<file path="src/rtl/upload_bus_arbiter.sv">
// rtl/upload_bus_arbiter.sv - round-robin arbiter sharing the CDC upload bus between protocol handlers
// Grants are locked per packet; a burst watchdog revokes grants from hung handlers.
module upload_bus_arbiter #(
  parameter int NUM_SRC   = 4,
  parameter int IDLE_GAP  = 1,
  parameter int MAX_BURST = 1024
) (
  input  logic                 clk,
  input  logic                 rst_n,
  input  logic [NUM_SRC-1:0]   src_req,
  input  logic [NUM_SRC*8-1:0] src_data,
  input  logic [NUM_SRC*8-1:0] src_source,
  input  logic [NUM_SRC-1:0]   src_valid,
  output logic [NUM_SRC-1:0]   src_ready,
  output logic                 upload_active,
  output logic                 upload_req,
  output logic [7:0]           upload_data,
  output logic [7:0]           upload_source,
  output logic                 upload_valid,
  input  logic                 upload_ready,
  output logic [2:0]           grant_id,
  output logic                 timeout_err
);

  localparam int BW = (MAX_BURST > 0) ? $clog2(MAX_BURST + 1) : 1;
  localparam int GW = (IDLE_GAP > 1) ? $clog2(IDLE_GAP) : 1;
  localparam logic [BW-1:0] BURST_LAST = BW'((MAX_BURST > 0) ? MAX_BURST - 1 : 0);
  localparam logic [GW-1:0] GAP_LAST   = GW'((IDLE_GAP > 0) ? IDLE_GAP - 1 : 0);

  localparam logic [1:0] ST_IDLE  = 2'd0;
  localparam logic [1:0] ST_GRANT = 2'd1;
  localparam logic [1:0] ST_GAP   = 2'd2;

  logic [1:0]           state;
  logic [2:0]           ptr;
  logic [NUM_SRC-1:0]   mask;
  logic [BW-1:0]        burst_cnt;
  logic [GW-1:0]        gap_cnt;

  logic [NUM_SRC-1:0]   eligible;
  logic [2*NUM_SRC-1:0] eligible_dbl;
  logic [NUM_SRC-1:0]   rot;
  logic                 pick_valid;
  logic [2:0]           pick;
  logic                 wd_expire;

  assign eligible     = src_req & ~mask;
  // Doubling the request vector turns the rotate-by-(ptr+1) into a plain shift.
  assign eligible_dbl = {eligible, eligible} >> ({1'b0, ptr} + 4'd1);
  assign rot          = eligible_dbl[NUM_SRC-1:0];

  always_comb begin
    int w;
    pick_valid = 1'b0;
    pick       = ptr;
    w          = 0;
    for (int j = NUM_SRC - 1; j >= 0; j--) begin
      if (rot[j]) begin
        w = int'(ptr) + 1 + j;
        if (w >= NUM_SRC) w = w - NUM_SRC;
        pick_valid = 1'b1;
        pick       = 3'(w);
      end
    end
  end

  assign upload_active = (state == ST_GRANT);

  always_comb begin
    upload_req    = 1'b0;
    upload_valid  = 1'b0;
    upload_data   = 8'h00;
    upload_source = 8'h00;
    src_ready     = '0;
    if (state == ST_GRANT) begin
      for (int i = 0; i < NUM_SRC; i++) begin
        if (grant_id == 3'(i)) begin
          upload_req    = src_req[i];
          upload_valid  = src_valid[i];
          upload_data   = src_data[8*i +: 8];
          upload_source = src_source[8*i +: 8];
          src_ready[i]  = upload_ready;
        end
      end
    end
  end

  assign wd_expire = (MAX_BURST != 0) && (burst_cnt == BURST_LAST);

  always_ff @(posedge clk or negedge rst_n) begin
    if (!rst_n) begin
      state       <= ST_IDLE;
      ptr         <= 3'(NUM_SRC - 1);
      mask        <= '0;
      burst_cnt   <= '0;
      gap_cnt     <= '0;
      grant_id    <= 3'd0;
      timeout_err <= 1'b0;
    end else begin
      timeout_err <= 1'b0;
      mask        <= mask & src_req;
      case (state)
        ST_IDLE: begin
          if (pick_valid) begin
            grant_id  <= pick;
            ptr       <= pick;
            burst_cnt <= '0;
            state     <= ST_GRANT;
          end
        end
        ST_GRANT: begin
          if (burst_cnt != {BW{1'b1}}) burst_cnt <= burst_cnt + 1'b1;
          // A release in the expiry cycle wins: no error and no mask.
          if (!upload_req || wd_expire) begin
            if (upload_req) begin
              timeout_err <= 1'b1;
              mask        <= (mask & src_req) | (NUM_SRC'(1) << grant_id);
            end
            gap_cnt <= '0;
            state   <= (IDLE_GAP == 0) ? ST_IDLE : ST_GAP;
          end
        end
        ST_GAP: begin
          if (gap_cnt == GAP_LAST) state <= ST_IDLE;
          else gap_cnt <= gap_cnt + 1'b1;
        end
        default: state <= ST_IDLE;
      endcase
    end
  end

endmodule

</file>
<file path="config.mk">
export PLATFORM = sky130hd
export DESIGN_NAME = upload_bus_arbiter
export DESIGN_NICKNAME = d
export VERILOG_FILES = /design/src/rtl/upload_bus_arbiter.sv
export SDC_FILE = /design/constraint.sdc
export NUM_CORES = 1
export LEC_CHECK = 0
export CAP_MARGIN = 15
export CORE_MARGIN = 5
export CORE_UTILIZATION = 40
export DETAILED_ROUTE_END_ITERATION = 6
export PLACE_DENSITY = 0.81
export SYNTH_ARGS = -nofsm -noshare
export SYNTH_HDL_FRONTEND = slang
export SYNTH_SLANG_ARGS = --single-unit
</file>
<file path="constraint.sdc">
create_clock -name clk -period 4.4 [get_ports clk]
set_input_delay 0.88 -clock clk [delete_from_list [all_inputs] [get_ports clk]]
set_output_delay 0.88 -clock clk [all_outputs]
set_load 0.01 [all_outputs]
</file>
# Word level (Yosys, flattened, before mapping)
# Index checks and enable logic that the tools add are counted.
dict set report totals {
  output_inout_bits 27
  elab_cells 102
  regBits 25
  in_bits 75
}
dict set report op_classes {
  muxes 53
  eq_ne 11
  add_sub_neg 11
  reduce_logical 10
  shift 2
  bitwise_logic 4
  n_lt_le_gt_ge 4
}
# cell count
set ops {}
lappend ops {{8-bit 2-to-1 mux} 10}
lappend ops {{3-bit 2-to-1 mux} 8}
lappend ops {{1-bit 2-to-1 mux} 23}
lappend ops {{11-bit 2-to-1 mux} 2}
lappend ops {{11-bit one-hot mux with 2 select lines} 1}
lappend ops {{4-bit 2-to-1 mux} 4}
lappend ops {{5-bit by 3-bit >= comparator with 1-bit output, second input constant} 3}
lappend ops {{3-bit subtractor, second input constant} 4}
lappend ops {{11-bit by 1-bit adder with 11-bit output, second input constant} 1}
lappend ops {{11-bit by 10-bit equality test with 1-bit output, second input constant} 1}
lappend ops {{11-bit != test, second input constant} 1}
lappend ops {{4-bit by 2-bit adder with 5-bit output, second input constant} 2}
lappend ops {{3-bit by 1-bit adder with 4-bit output, second input constant} 2}
lappend ops {{4-bit AND} 2}
lappend ops {{8-bit by 4-bit right shift with 4-bit output} 1}
lappend ops {{3-bit by 2-bit equality test with 1-bit output, second input constant} 2}
lappend ops {{2-bit 2-to-1 mux} 3}
lappend ops {{2-bit one-hot mux with 3 select lines} 1}
lappend ops {{3-bit AND reduction} 2}
lappend ops {{4-bit by 1-bit adder with 5-bit output, second input constant} 1}
lappend ops {{4-bit by 3-bit >= comparator with 1-bit output, second input constant} 1}
lappend ops {{2-bit by 1-bit != test with 1-bit output, second input constant} 2}
lappend ops {{2-bit != test, second input constant} 2}
lappend ops {{4-bit inverter} 1}
lappend ops {{13 further kinds} 15}

# Logic depth before layout (Yosys ltp)
dict set report depth {
  ltp_word 10
  depth_mapped 10
  depth_no_buf 9
}

# Least setup slack after synthesis
# Ideal clock, no wire load.
dict set report synth_path {
  path_kind {reg-to-output}
  from {register grant_id[0]}
  to {output port upload_data[6]}
  path_stages_with_launch 5
  setup_slack_ns 1.777
  arrival_time_ns 1.743
  path_cell_list {dfrtp_1 > clkbuf_1 > buf_1 > mux4_2 > and3_1}
}
dict set report synth_between {
  elab_chain_len 6
  word_cells_on_any_way 9
  cone_classes {eq/ne (3); mux (5); reduce/logical (1)}
}
# element line
set synth_rtl {}
lappend synth_rtl {{start: declaration} 21} ;# output logic [2:0] grant_id,
lappend synth_rtl {{start signal: assignment} 105} ;# grant_id <= pick;
lappend synth_rtl {{3-bit zero test} 77} ;# if (grant_id == 3'(i)) begin
lappend synth_rtl {{8-bit 2-to-1 mux (3 in series)} 77}
lappend synth_rtl {{8-bit 2-to-1 mux *} 77}
lappend synth_rtl {{8-bit 2-to-1 mux *} 75} ;# if (state == ST_GRANT) begin
lappend synth_rtl {{end: declaration} 17} ;# output logic [7:0] upload_data,
# Every way passes the cells marked *; elsewhere a longest branch is shown, timed or not.

# Worst setup path in the final report
dict set report layout_path {
  from {register grant_id[1]}
  to {output port upload_source[0]}
}
dict set report layout_between {
  elab_chain_len 6
  word_cells_on_any_way 9
  cone_classes {eq/ne (3); mux (5); reduce/logical (1)}
}
# element line
set layout_rtl {}
lappend layout_rtl {{3-bit zero test} 77}
lappend layout_rtl {{8-bit 2-to-1 mux (3 in series)} 77}
lappend layout_rtl {{8-bit 2-to-1 mux *} 77}
lappend layout_rtl {{8-bit 2-to-1 mux *} 75}
lappend layout_rtl {{end: declaration} 18} ;# output logic [7:0] upload_source,
# Marked as above.

==> impl_metrics.env <==
export IMPL_ios=102
export IMPL_fill_cells=415
export IMPL_cts_hold_buf=0
export IMPL_rsz0062_at_grt="no"
export IMPL_r2r_cells=7
export IMPL_synth_xor_area_share_pct=5.31
export IMPL_die_x_um=80.3
export IMPL_peakVddDrop_v=0.000226
export IMPL_track_usage_pct=19.3
export IMPL_reg2reg_from="grant_id[2]$_DFFE_PN0P_"
export IMPL_grt_max_degree=25
export IMPL_endpoint="upload_source[0]"
export IMPL_antenna_found_initial=0
export IMPL_status="finished, final reports clean"
export IMPL_yosysTopAreaCell="dfrtp_1"
export IMPL_crit_fanout=17
export IMPL_cts_sinks=23
export IMPL_ys_seq_area_share_pct=29.2
export IMPL_grt_ovfl_total=0
export IMPL_hpwl_um=5090
export IMPL_yosys_warnings=0
export IMPL_yosys_area_top_type_share_pct=26.6
export IMPL_dp_slack_ns=1.00
export IMPL_dp_cells=392
export IMPL_fin_ws_ns=1.00
export IMPL_cts_buffers=3
export IMPL_netlist_cell_type_count=51
export IMPL_fin_crit_sh_pct=77.2
export IMPL_finalNetCount=411
export IMPL_drc=0
export IMPL_drive_above_1_share_pct=10.3
export IMPL_setup_violations=0
export IMPL_gp_congestion=0.866
export IMPL_synth_area_leaders="dfrtp_1, mux2_2, nor2_1"
export IMPL_tightest_slew_ns=0.986
export IMPL_insertion_delay_ns=0.27
export IMPL_synth_compound_area_share_pct=16.3
export IMPL_viasPerCell=5.36
export IMPL_n_antenna_cell=0
export IMPL_core_area_um2=4750
export IMPL_stdcell_count=396
export IMPL_first_pass_iters=4
export IMPL_crit_type="reg2out"
export IMPL_synth_edff_count=0
export IMPL_fmax_ghz=0.294
export IMPL_yosys_area_share_adder_pct=3.80
export IMPL_synth_top_family_by_area="simple AND/OR/NAND/NOR gates"
export IMPL_syn_num_nets=315
export IMPL_cp_arrival_ns=2.52
export IMPL_fin_crit_ns=3.40
export IMPL_slew_violations=0
export IMPL_syn_area_um2=1980
export IMPL_cts_max_path_buffers=2
export IMPL_r2r_setup_slack_ns=1.85
export IMPL_power_density_nw_per_um2=531
export IMPL_async_reset_ff_share_pct=100
export IMPL_routed_via_count=2122
export IMPL_finalHoldViolCount=0
export IMPL_path_clk_slew_ns=0.08
export IMPL_dr_first_iter_drc_count=119
export IMPL_cts_setup_buffers=0
export IMPL_avgSynthCellArea_um2=8.45
export IMPL_die_y_um=80.3
export IMPL_ant_nets=0
export IMPL_clockRootBuffer="clkbuf_8"
export IMPL_muxShareOfSynthArea_pct=14.8
export IMPL_r2r_end="grant_id[1]$_DFFE_PN0P_"
export IMPL_fin_total_pwr_mw=1.64
export IMPL_dieArea_um2=6450
export IMPL_start_util_pct=41.6
export IMPL_startpoint="grant_id[1]$_DFFE_PN0P_"
export IMPL_final_core_util_pct=64.9
export IMPL_num_rows=25
export IMPL_ys_flop_type="dfrtp_1"
export IMPL_syn2layout_area_growth_pct=56.1
export IMPL_hold_path_class="reg2reg"
export IMPL_yosys_area_share_simple_pct=25.2
export IMPL_worst_slew_margin_rel_pct=34.0
export IMPL_cp_required_ns=3.52
export IMPL_wire_per_inst_um=15.7
export IMPL_htreeDepth=1
export IMPL_cts_resized_gates=0
export IMPL_fin_setup_tns_ns=0
export IMPL_setup_worst_path_end_class="output port"
export IMPL_p_leak_nw=1.21
export IMPL_synthCells=234
export IMPL_cap_viol_max_count=0
export IMPL_ys_ff_latch=23
export IMPL_tritoncts="built"
export IMPL_start_kind="register"
export IMPL_finClkSkew_ns=0.00630
export IMPL_grt_first_pass_wirelength_um=9920
export IMPL_wl_um=6240
export IMPL_grt_pass1_vias=2187
export IMPL_io_buffers=101
[cells by family (layout without fill, tap and decap cells)]
kind of cell | Yosys count | after routing
and+or+nand+nor | 99 | 99
AOI/OAI and AO/OA | 45 | 45
buffers and inverters | 26 | 121
muxes | 23 | 23
DFF | 23 | 23
xor gates and xnor gates | 12 | 12
adders and majority gates | 6 | 6
[critical path: stages (launching register included)]
cell,delay (ns)
dfrtp_1,0.66
buf_4,0.28
nand3_1,0.47
nor2_1,0.25
nor3_1,0.07
clkdlybuf4s50_1,0.52
[metal layers]
layer	global-route usage, %	up-vias	routed length (um)
met3	7.29	8	611
met5	0	-	0
met2	34.4	84	3130
met1	21.5	987	2400
met4	4.90	0	88
li1	-	1043	-
[worst min path at each step]
stage	start	endpoint	slack (ns)	cells after the start
after global routing	mask[1]$_DFF_PN0_	mask[1]$_DFF_PN0_	0.56	2
final	mask[1]$_DFF_PN0_	mask[1]$_DFF_PN0_	0.52	2
after detailed placement	mask[1]$_DFF_PN0_	mask[1]$_DFF_PN0_	0.49	2
after floorplan	mask[1]$_DFF_PN0_	mask[1]$_DFF_PN0_	0.46	2
after global placement	mask[1]$_DFF_PN0_	mask[1]$_DFF_PN0_	0.48	2
after CTS	mask[1]$_DFF_PN0_	mask[1]$_DFF_PN0_	0.52	2
[synthesized netlist by cell type (3+ instances only)]
library cell / n
nor3_1: 22
nor2_1: 30
o22ai_1: 15
ha_1: 6
nand2_1: 13
or3b_1: 3
a21oi_1: 4
clkbuf_1: 8
nand4_1: 3
mux2_2: 16
buf_1: 3
xor2_1: 5
dfrtp_1: 21
nand3_1: 7
mux4_2: 3
xnor2_1: 7
inv_1: 10
o21ai_0: 7
and3_1: 3
mux2i_1: 3
nand2b_1: 5
[power by group]
group	internal, mW	switching [mW]
logic	0.571	0.586
registers	0.266	0.0834
clock network	0.0632	0.0680
[flip-flops by register name, indices dropped and copies added (netlist names)]
register and flops:
ptr 2, mask 4, grant_id 3, timeout_err 1, burst_cnt 11, state 2
[stage by stage]
stage	area [um2]	hold slack, ns
after floorplan	1980	0.458
after global placement	3040	0.481
after detailed placement	3040	0.492
after CTS	3090	0.516
after global routing	3090	0.559
final	3090	0.517
[placed cells by master (no fill, tap or decap), drive strengths merged, types with 10 or more instances in the layout]
master	netlist	routed
nand2	13	13
clkdlybuf4s50	0	101
nor3	22	22
inv	10	10
nor2	31	31
o22ai	15	15
mux2	17	17
dfrtp	21	21
[area by class of cell]
class                           count  area [um2]  share of cell area [%]
Clock inverter                      1        5.00                   0.162
Clock buffer                        3        41.3                    1.34
Sequential cell                    23         578                    18.7
Timing Repair Buffer              105        1040                    33.7
Tap cell                           67        83.8                    2.71
Inverter                           12        45.0                    1.46
Multi-Input combinational cell    185        1290                    41.9
Power figures use the tool's default switching activity.
